**config.mk**
```make
export PLATFORM = sky130hd
export DESIGN_NAME = fp_mult_pipe
export DESIGN_NICKNAME = d
export VERILOG_FILES = /design/src/rtl/fp_mult_pkg.sv /design/src/rtl/fp_mult.sv /design/src/rtl/fp_mult_pipe.sv
export SDC_FILE = /design/constraint.sdc
export NUM_CORES = 2
export LEC_CHECK = 0
export CAP_MARGIN = 5
export CORE_MARGIN = 4
export CORE_UTILIZATION = 25
export CTS_CLUSTER_SIZE = 40
export DETAILED_ROUTE_END_ITERATION = 8
export GPL_ROUTABILITY_DRIVEN = 0
export SLEW_MARGIN = 15
export SYNTH_ARGS = -nofsm -noshare
export SYNTH_HDL_FRONTEND = slang
export SYNTH_SLANG_ARGS = --single-unit
```
**constraint.sdc**
```tcl
create_clock -name clk -period 21.4 [get_ports clk]
set_input_delay 3.21 -clock clk [delete_from_list [all_inputs] [get_ports clk]]
set_output_delay 3.21 -clock clk [all_outputs]
set_load 0.1 [all_outputs]
```
**src/rtl/fp_mult_pkg.sv**
```systemverilog
// rtl/fp_mult_pkg.sv - shared types, status bit indices and helpers for the fp_mult pipeline
//
// Contents:
//   round_values   rounding mode selector for fp_mult
//   STATUS_*       bit positions inside the 8-bit status word ([7:6] always 0)
//   QNAN           canonical quiet NaN returned for invalid operations
//   lzc48          leading-zero count of a 48-bit significand product
package fp_mult_pkg;

  typedef enum logic [2:0] {
    IEEE_near    = 3'd0,
    IEEE_zero    = 3'd1,
    IEEE_pos_inf = 3'd2,
    IEEE_neg_inf = 3'd3,
    near_up      = 3'd4,
    away_zero    = 3'd5
  } round_values;

  localparam int STATUS_ZERO    = 0;
  localparam int STATUS_INF     = 1;
  localparam int STATUS_NAN     = 2;
  localparam int STATUS_TINY    = 3;
  localparam int STATUS_HUGE    = 4;
  localparam int STATUS_INEXACT = 5;

  localparam logic [31:0] QNAN = 32'h7FC0_0000;

  // Scans low to high so the highest set bit decides; all-zero input gives 48.
  function automatic logic [5:0] lzc48(input logic [47:0] v);
    lzc48 = 6'd48;
    for (int i = 0; i < 48; i++) begin
      if (v[i]) lzc48 = 6'(47 - i);
    end
  endfunction

endpackage

```
**src/rtl/fp_mult.sv**
```systemverilog
// rtl/fp_mult.sv - combinational IEEE-754 single-precision multiplier core
//
// Parameters:
//   round    rounding mode (round_values)
// Ports:
//   a, b     in   32  operands
//   z        out  32  rounded product
//   status   out  8   [0] zero [1] inf [2] nan [3] tiny [4] huge [5] inexact
module fp_mult
  import fp_mult_pkg::*;
#(
  parameter round_values round = IEEE_near
) (
  input  logic [31:0] a,
  input  logic [31:0] b,
  output logic [31:0] z,
  output logic [7:0]  status
);

  logic        sign, a_nan, b_nan, a_inf, b_inf, a_zero, b_zero;
  logic [7:0]  ea, eb, ebase;
  logic [23:0] ma, mb;
  logic [47:0] prod, norm;
  logic [95:0] wide;
  logic [5:0]  lz;
  logic        g, s, inc, to_inf;
  logic [31:0] rounded;
  int          e, sh;

  always_comb begin
    sign   = a[31] ^ b[31];
    a_nan  = (&a[30:23]) & (|a[22:0]);
    b_nan  = (&b[30:23]) & (|b[22:0]);
    a_inf  = (&a[30:23]) & ~(|a[22:0]);
    b_inf  = (&b[30:23]) & ~(|b[22:0]);
    a_zero = ~(|a[30:0]);
    b_zero = ~(|b[30:0]);

    // Subnormals use exponent 1 with no hidden bit.
    ea = (a[30:23] == 8'd0) ? 8'd1 : a[30:23];
    eb = (b[30:23] == 8'd0) ? 8'd1 : b[30:23];
    ma = {|a[30:23], a[22:0]};
    mb = {|b[30:23], b[22:0]};

    prod = 48'(ma) * 48'(mb);
    lz   = lzc48(prod);
    norm = prod << lz;
    // Biased exponent of the result once the leading one sits at bit 47.
    e    = int'(ea) + int'(eb) - 126 - int'(lz);

    // Results below the normal range are shifted right into subnormal form;
    // the shifted-out bits feed the sticky bit.
    sh    = (e > 0) ? 0 : ((1 - e > 63) ? 63 : 1 - e);
    wide  = {norm, 48'd0} >> sh;
    g     = wide[71];
    s     = |wide[70:0];
    // The hidden bit (wide[95]) is added on top of ebase, so normal results
    // use e-1 here and subnormals use 0.
    ebase = (e > 0) ? 8'(e - 1) : 8'd0;

    case (round)
      IEEE_near:    inc = g & (s | wide[72]);
      IEEE_zero:    inc = 1'b0;
      IEEE_pos_inf: inc = ~sign & (g | s);
      IEEE_neg_inf: inc = sign & (g | s);
      near_up:      inc = g;
      away_zero:    inc = g | s;
      default:      inc = g & (s | wide[72]);
    endcase

    to_inf = (round == IEEE_near) || (round == near_up) || (round == away_zero) ||
             ((round == IEEE_pos_inf) && !sign) || ((round == IEEE_neg_inf) && sign);

    // A rounding carry propagates into the exponent field, including up to inf.
    rounded = {1'b0, ebase, 23'd0} + {8'd0, wide[95:72]} + {31'd0, inc};
    z       = {sign, rounded[30:0]};

    status                 = '0;
    status[STATUS_ZERO]    = (rounded[30:0] == 31'd0);
    status[STATUS_TINY]    = (e <= 0);
    status[STATUS_HUGE]    = (rounded[30:23] == 8'hFF);
    status[STATUS_INEXACT] = g | s;

    if (e >= 255) begin
      z                      = to_inf ? {sign, 8'hFF, 23'd0} : {sign, 8'hFE, 23'h7F_FFFF};
      status                 = '0;
      status[STATUS_HUGE]    = 1'b1;
      status[STATUS_INEXACT] = 1'b1;
    end

    if (a_nan || b_nan || (a_inf && b_zero) || (b_inf && a_zero)) begin
      z                  = QNAN;
      status             = '0;
      status[STATUS_NAN] = 1'b1;
    end else if (a_inf || b_inf) begin
      z                  = {sign, 8'hFF, 23'd0};
      status             = '0;
      status[STATUS_INF] = 1'b1;
    end else if (a_zero || b_zero) begin
      z                   = {sign, 31'd0};
      status              = '0;
      status[STATUS_ZERO] = 1'b1;
    end
  end

endmodule

```
**src/rtl/fp_mult_pipe.sv**
```systemverilog
// rtl/fp_mult_pipe.sv - flow-controlled pipelined wrapper around fp_mult
//
// Parameters:
//   round      rounding mode passed to fp_mult
//   STAGES     retiming stages after the core, 1..8
//   TAG_W      width of the user tag
// Ports:
//   clk, rst                  clock, asynchronous active-high reset
//   in_valid/in_ready         input handshake for a, b, in_tag
//   out_valid/out_ready       output handshake for z, status, out_tag
//   sticky, clr_sticky        accumulated status of delivered results, sync clear
//   occupancy                 number of valid pipeline registers (0..STAGES+1)
module fp_mult_pipe
  import fp_mult_pkg::*;
#(
  parameter round_values round  = IEEE_near,
  parameter int          STAGES = 2,
  parameter int          TAG_W  = 4
) (
  input  logic             clk,
  input  logic             rst,
  input  logic             in_valid,
  output logic             in_ready,
  input  logic [31:0]      a,
  input  logic [31:0]      b,
  input  logic [TAG_W-1:0] in_tag,
  output logic             out_valid,
  input  logic             out_ready,
  output logic [31:0]      z,
  output logic [7:0]       status,
  output logic [TAG_W-1:0] out_tag,
  output logic [7:0]       sticky,
  input  logic             clr_sticky,
  output logic [3:0]       occupancy
);

  typedef struct packed {
    logic             valid;
    logic [31:0]      z;
    logic [7:0]       status;
    logic [TAG_W-1:0] tag;
  } stage_t;

  if (STAGES < 1 || STAGES > 8) begin : g_bad_stages
    $error("fp_mult_pipe: STAGES must be in 1..8");
  end

  logic             s0_valid;
  logic [31:0]      s0_a, s0_b;
  logic [TAG_W-1:0] s0_tag;
  logic [31:0]      core_z;
  logic [7:0]       core_status;
  stage_t           stg [1:STAGES];
  logic [STAGES:0]  adv;
  logic             adv_run;

  // A stage may load when it is empty or its contents move on, so empty
  // stages upstream of a stall still fill.
  always_comb begin
    adv         = '0;
    adv_run     = ~stg[STAGES].valid | out_ready;
    adv[STAGES] = adv_run;
    for (int i = STAGES - 1; i >= 1; i--) begin
      adv_run = ~stg[i].valid | adv_run;
      adv[i]  = adv_run;
    end
    adv[0] = ~s0_valid | adv_run;
  end

  assign in_ready = adv[0];

  always_ff @(posedge clk or posedge rst) begin
    if (rst) begin
      s0_valid <= 1'b0;
      s0_a     <= '0;
      s0_b     <= '0;
      s0_tag   <= '0;
    end else if (adv[0]) begin
      s0_valid <= in_valid;
      s0_a     <= a;
      s0_b     <= b;
      s0_tag   <= in_tag;
    end
  end

  fp_mult #(.round(round)) u_core (
    .a      (s0_a),
    .b      (s0_b),
    .z      (core_z),
    .status (core_status)
  );

  for (genvar i = 1; i <= STAGES; i++) begin : g_stage
    if (i == 1) begin : g_head
      always_ff @(posedge clk or posedge rst) begin
        if (rst) stg[i] <= '0;
        else if (adv[i]) stg[i] <= '{valid: s0_valid, z: core_z, status: core_status, tag: s0_tag};
      end
    end else begin : g_body
      always_ff @(posedge clk or posedge rst) begin
        if (rst) stg[i] <= '0;
        else if (adv[i]) stg[i] <= stg[i-1];
      end
    end
  end

  assign out_valid = stg[STAGES].valid;
  assign z         = stg[STAGES].z;
  assign status    = stg[STAGES].status;
  assign out_tag   = stg[STAGES].tag;

  always_ff @(posedge clk or posedge rst) begin
    if (rst) sticky <= '0;
    else if (clr_sticky) sticky <= '0;
    else if (out_valid && out_ready) sticky <= sticky | status;
  end

  always_comb begin
    occupancy = {3'd0, s0_valid};
    for (int i = 1; i <= STAGES; i++) begin
      occupancy = occupancy + {3'd0, stg[i].valid};
    end
  end

endmodule

```
==> results.py <==
metrics = {
    "detailed_routing": {
        "drtIter0Drc": 4652,
        "via_per_inst": 5.40,
        "drt-total-wl_um": 133000,
        "dr.pass1.iters": 7,
        "via_count": 35200,
        "drcViolationCount": 0,
        "ant_nets": 0,
        "wl_per_cell_um": 20.3,
    },
    "worst_setup_path": {
        "r2r_end": "stg[49]$_DFFE_PP0P_",
        "critical_path_peak_fanout": 26,
        "end_kind": "flop",
        "r2r_cells": 57,
        "cp_common_cell": "fa_1",
        "cpPeakStageDelay_ns": 1.16,
        "crit_type": "reg -> reg",
        "cp_slowest_cell": "dfrtp_1",
        "crit_path_start_kind": "flop",
        "rrSetupSlack_ns": 1.42,
        "cp.arrival_ns": 20.40,
        "reg2reg_from": "s0_b[12]$_DFFE_PP0P_",
        "critPathRequiredTime_ns": 21.82,
    },
    "layout": {
        "fin_nets": 5255,
        "drive_gt1_frac": 0.0681,
        "n_antenna_cell": 0,
        "final_area_um2": 40800,
        "area_growth_pct": 8.55,
    },
    "synthesis": {
        "ys_seq_elements": 161,
        "yosysTopAreaCellShare": 0.258,
        "yosys-top-cells-count": "790 x nand2_1, 558 x inv_1, 485 x fa_1",
        "synthArstFlopShare": 1.00,
        "yosysMostFrequentCell": "nand2_1",
        "yosys_warnings": 0,
        "synth_flop_cell": "dfrtp_1",
        "avgSynthCellArea_um2": 8.10,
        "syn_area_um2": 37600,
        "synth_top_area_cell": "fa_1",
        "yosysUniqueCellTypes": 134,
        "synth_edf_count": 0,
        "synth_area_leaders": "fa_1 26%, dfrtp_1 11%, nand2_1 7.9%",
        "synthCells": 4643,
        "synth.yosys.seq_area_share": 0.107,
    },
    "clock_network": {
        "clkSinkCount": 161,
        "htree_num_levels": 4,
        "clk_pin_slew_ns": 0.07,
        "numCtsBuffers": 17,
        "post_cts_buffers": 0,
        "insertion_delay_ns": 0.53,
        "cts_hold_buf": 0,
        "cts_resized": 0,
        "cts_tree": "built",
        "clk_path_buf_depth": 2,
        "cts-root-buf": "clkbuf_16",
    },
    "run": {
        "drv_cap": 0,
    },
    "floorplanning": {
        "initial_utilization": 0.251,
        "die_x_um": 396,
        "die-area_um2": 157000,
        "rows": 142,
        "core_area_um2": 150000,
        "ios": 131,
        "dieHeight_um": 396,
    },
    "grt": {
        "grt_start_max_net_pins": 116,
        "antenna_found_initial": 4,
        "grt_pass1_vias": 35400,
        "grt-ovfl-total": 0,
        "grt_usage": 0.167,
        "grt_first_pass_wirelength_um": 209000,
    },
    "sta": {
        "relSlewSlack": 0.179,
        "max_freq_mhz": 50.0,
        "tightestPinTransition_ns": 1.23,
        "min_period_over_period": 0.934,
        "finalHoldViolCount": 0,
        "finalCriticalPeriod_ns": 19.98,
        "setup_viol": 0,
        "final-max-slew-violation-count": 0,
        "rsz0062_at_grt": "false",
        "setup_tns_ns": 0,
        "skew_ns": 0.0409,
    },
    "placed_design": {
        "io_buffers": 124,
        "place_area_um2": 40200,
        "dp_hpwl_um": 102000,
    },
    "min_path": {
        "min_from": "stg[47]$_DFFE_PP0P_",
        "hold_depth": 2,
        "min_to": "stg[47]$_DFFE_PP0P_",
        "hp-class": "reg -> reg",
    },
    "run_status": {
        "status": "completed",
    },
}
==> area by class of cell <==
| cell class | instances | area [um2] |
|---|---|---|
| Clock inverter | 14 | 160 |
| Tap cell | 2016 | 2520 |
| Timing Repair Buffer | 194 | 1770 |
| Fill cell | 16200 | 109000 |
| Sequential cell | 161 | 4030 |
| Inverter | 563 | 2120 |
| Multi-Input combinational cell | 3557 | 29800 |
| Clock buffer | 18 | 439 |
==> worst max-delay path: cells and delay by family (launching register included) <==
family	cells	cell delay, ns
compound gates	15	5.01
fa+ha+maj	12	5.19
buf+inv	7	1.16
flops	1	1.16
mux	1	0.34
simple gates	22	7.00
==> per-layer routing <==
metal	routed length, um	GRT usage	vias up
met5	13	0	-
met4	5650	0.0632	2
met3	12400	0.0331	384
met2	60700	0.270	1950
met1	53800	0.220	17500
li1	-	-	15300
==> layout by cell type (no fill, tap or decap), types with 14 or more instances in the layout <==
cell type	count
ha_1	203
o22ai_1	29
mux2_2	89
a21oi_1	154
nor3_1	83
clkdlybuf4s50_1	124
nand2_1	789
a221oi_1	14
and3_1	37
o21a_1	26
o211a_1	17
o21ai_0	144
a21o_1	43
a211oi_1	67
nand2b_1	32
clkbuf_16	17
fa_1	485
xnor2_1	53
o21ai_1	21
a211o_1	18
a31oi_1	48
o31ai_1	16
mux2i_1	55
o221ai_1	14
nand4_1	34
inv_1	557
a22oi_1	20
nand3_1	86
o211ai_1	63
buf_4	70
nor4_1	35
dfrtp_1	158
or3_1	28
o2111ai_1	21
a22o_1	19
nor2_1	211
xor2_1	32
and2_1	222
==> how the worst max path moves through the flow <==
stage,slack (ns),start,to,cells after the start
floorplan,4.72,s0_b[3]$_DFFE_PP0P_,stg[49]$_DFFE_PP0P_,68
global placement,2.39,s0_a[12]$_DFFE_PP0P_,stg[49]$_DFFE_PP0P_,56
finish,1.42,s0_b[12]$_DFFE_PP0P_,stg[49]$_DFFE_PP0P_,57
global route,0.62,s0_a[12]$_DFFE_PP0P_,stg[49]$_DFFE_PP0P_,58
CTS,2.06,s0_a[12]$_DFFE_PP0P_,stg[49]$_DFFE_PP0P_,54
detailed placement,2.13,s0_a[12]$_DFFE_PP0P_,stg[49]$_DFFE_PP0P_,54
==> per-stage QoR <==
stage,hold WS (ns),cells,setup WS [ns],utilization
4_1_cts,0.472,6523,2.06,0.273
5_1_grt,0.491,6523,0.617,0.273
3_3_place_gp,0.451,6491,2.39,0.269
2_1_floorplan,0.439,4648,4.72,-
6_report,0.467,6523,1.42,0.273
3_5_place_dp,0.456,6491,2.13,0.269
==> cell families after synthesis <==
logic type,synth area share
muxes,0.0471
buffers and inverters,0.103
adders and majority gates,0.326
AOI/OAI and AO/OA,0.185
DFF,0.107
other,0.0000997
xor gates and xnor gates,0.0202
and+or+nand+nor,0.212
==> registers in the layout (all words and copies together), names as in the netlist <==
name,flops
sticky,6
s0_tag,4
stg,43
z,32
s0_b,32
s0_valid,1
out_valid,1
s0_a,32
status,6
out_tag,4
Power is not shown: default switching activity piles up to over one toggle a cycle in this logic, so the estimate is an artifact.
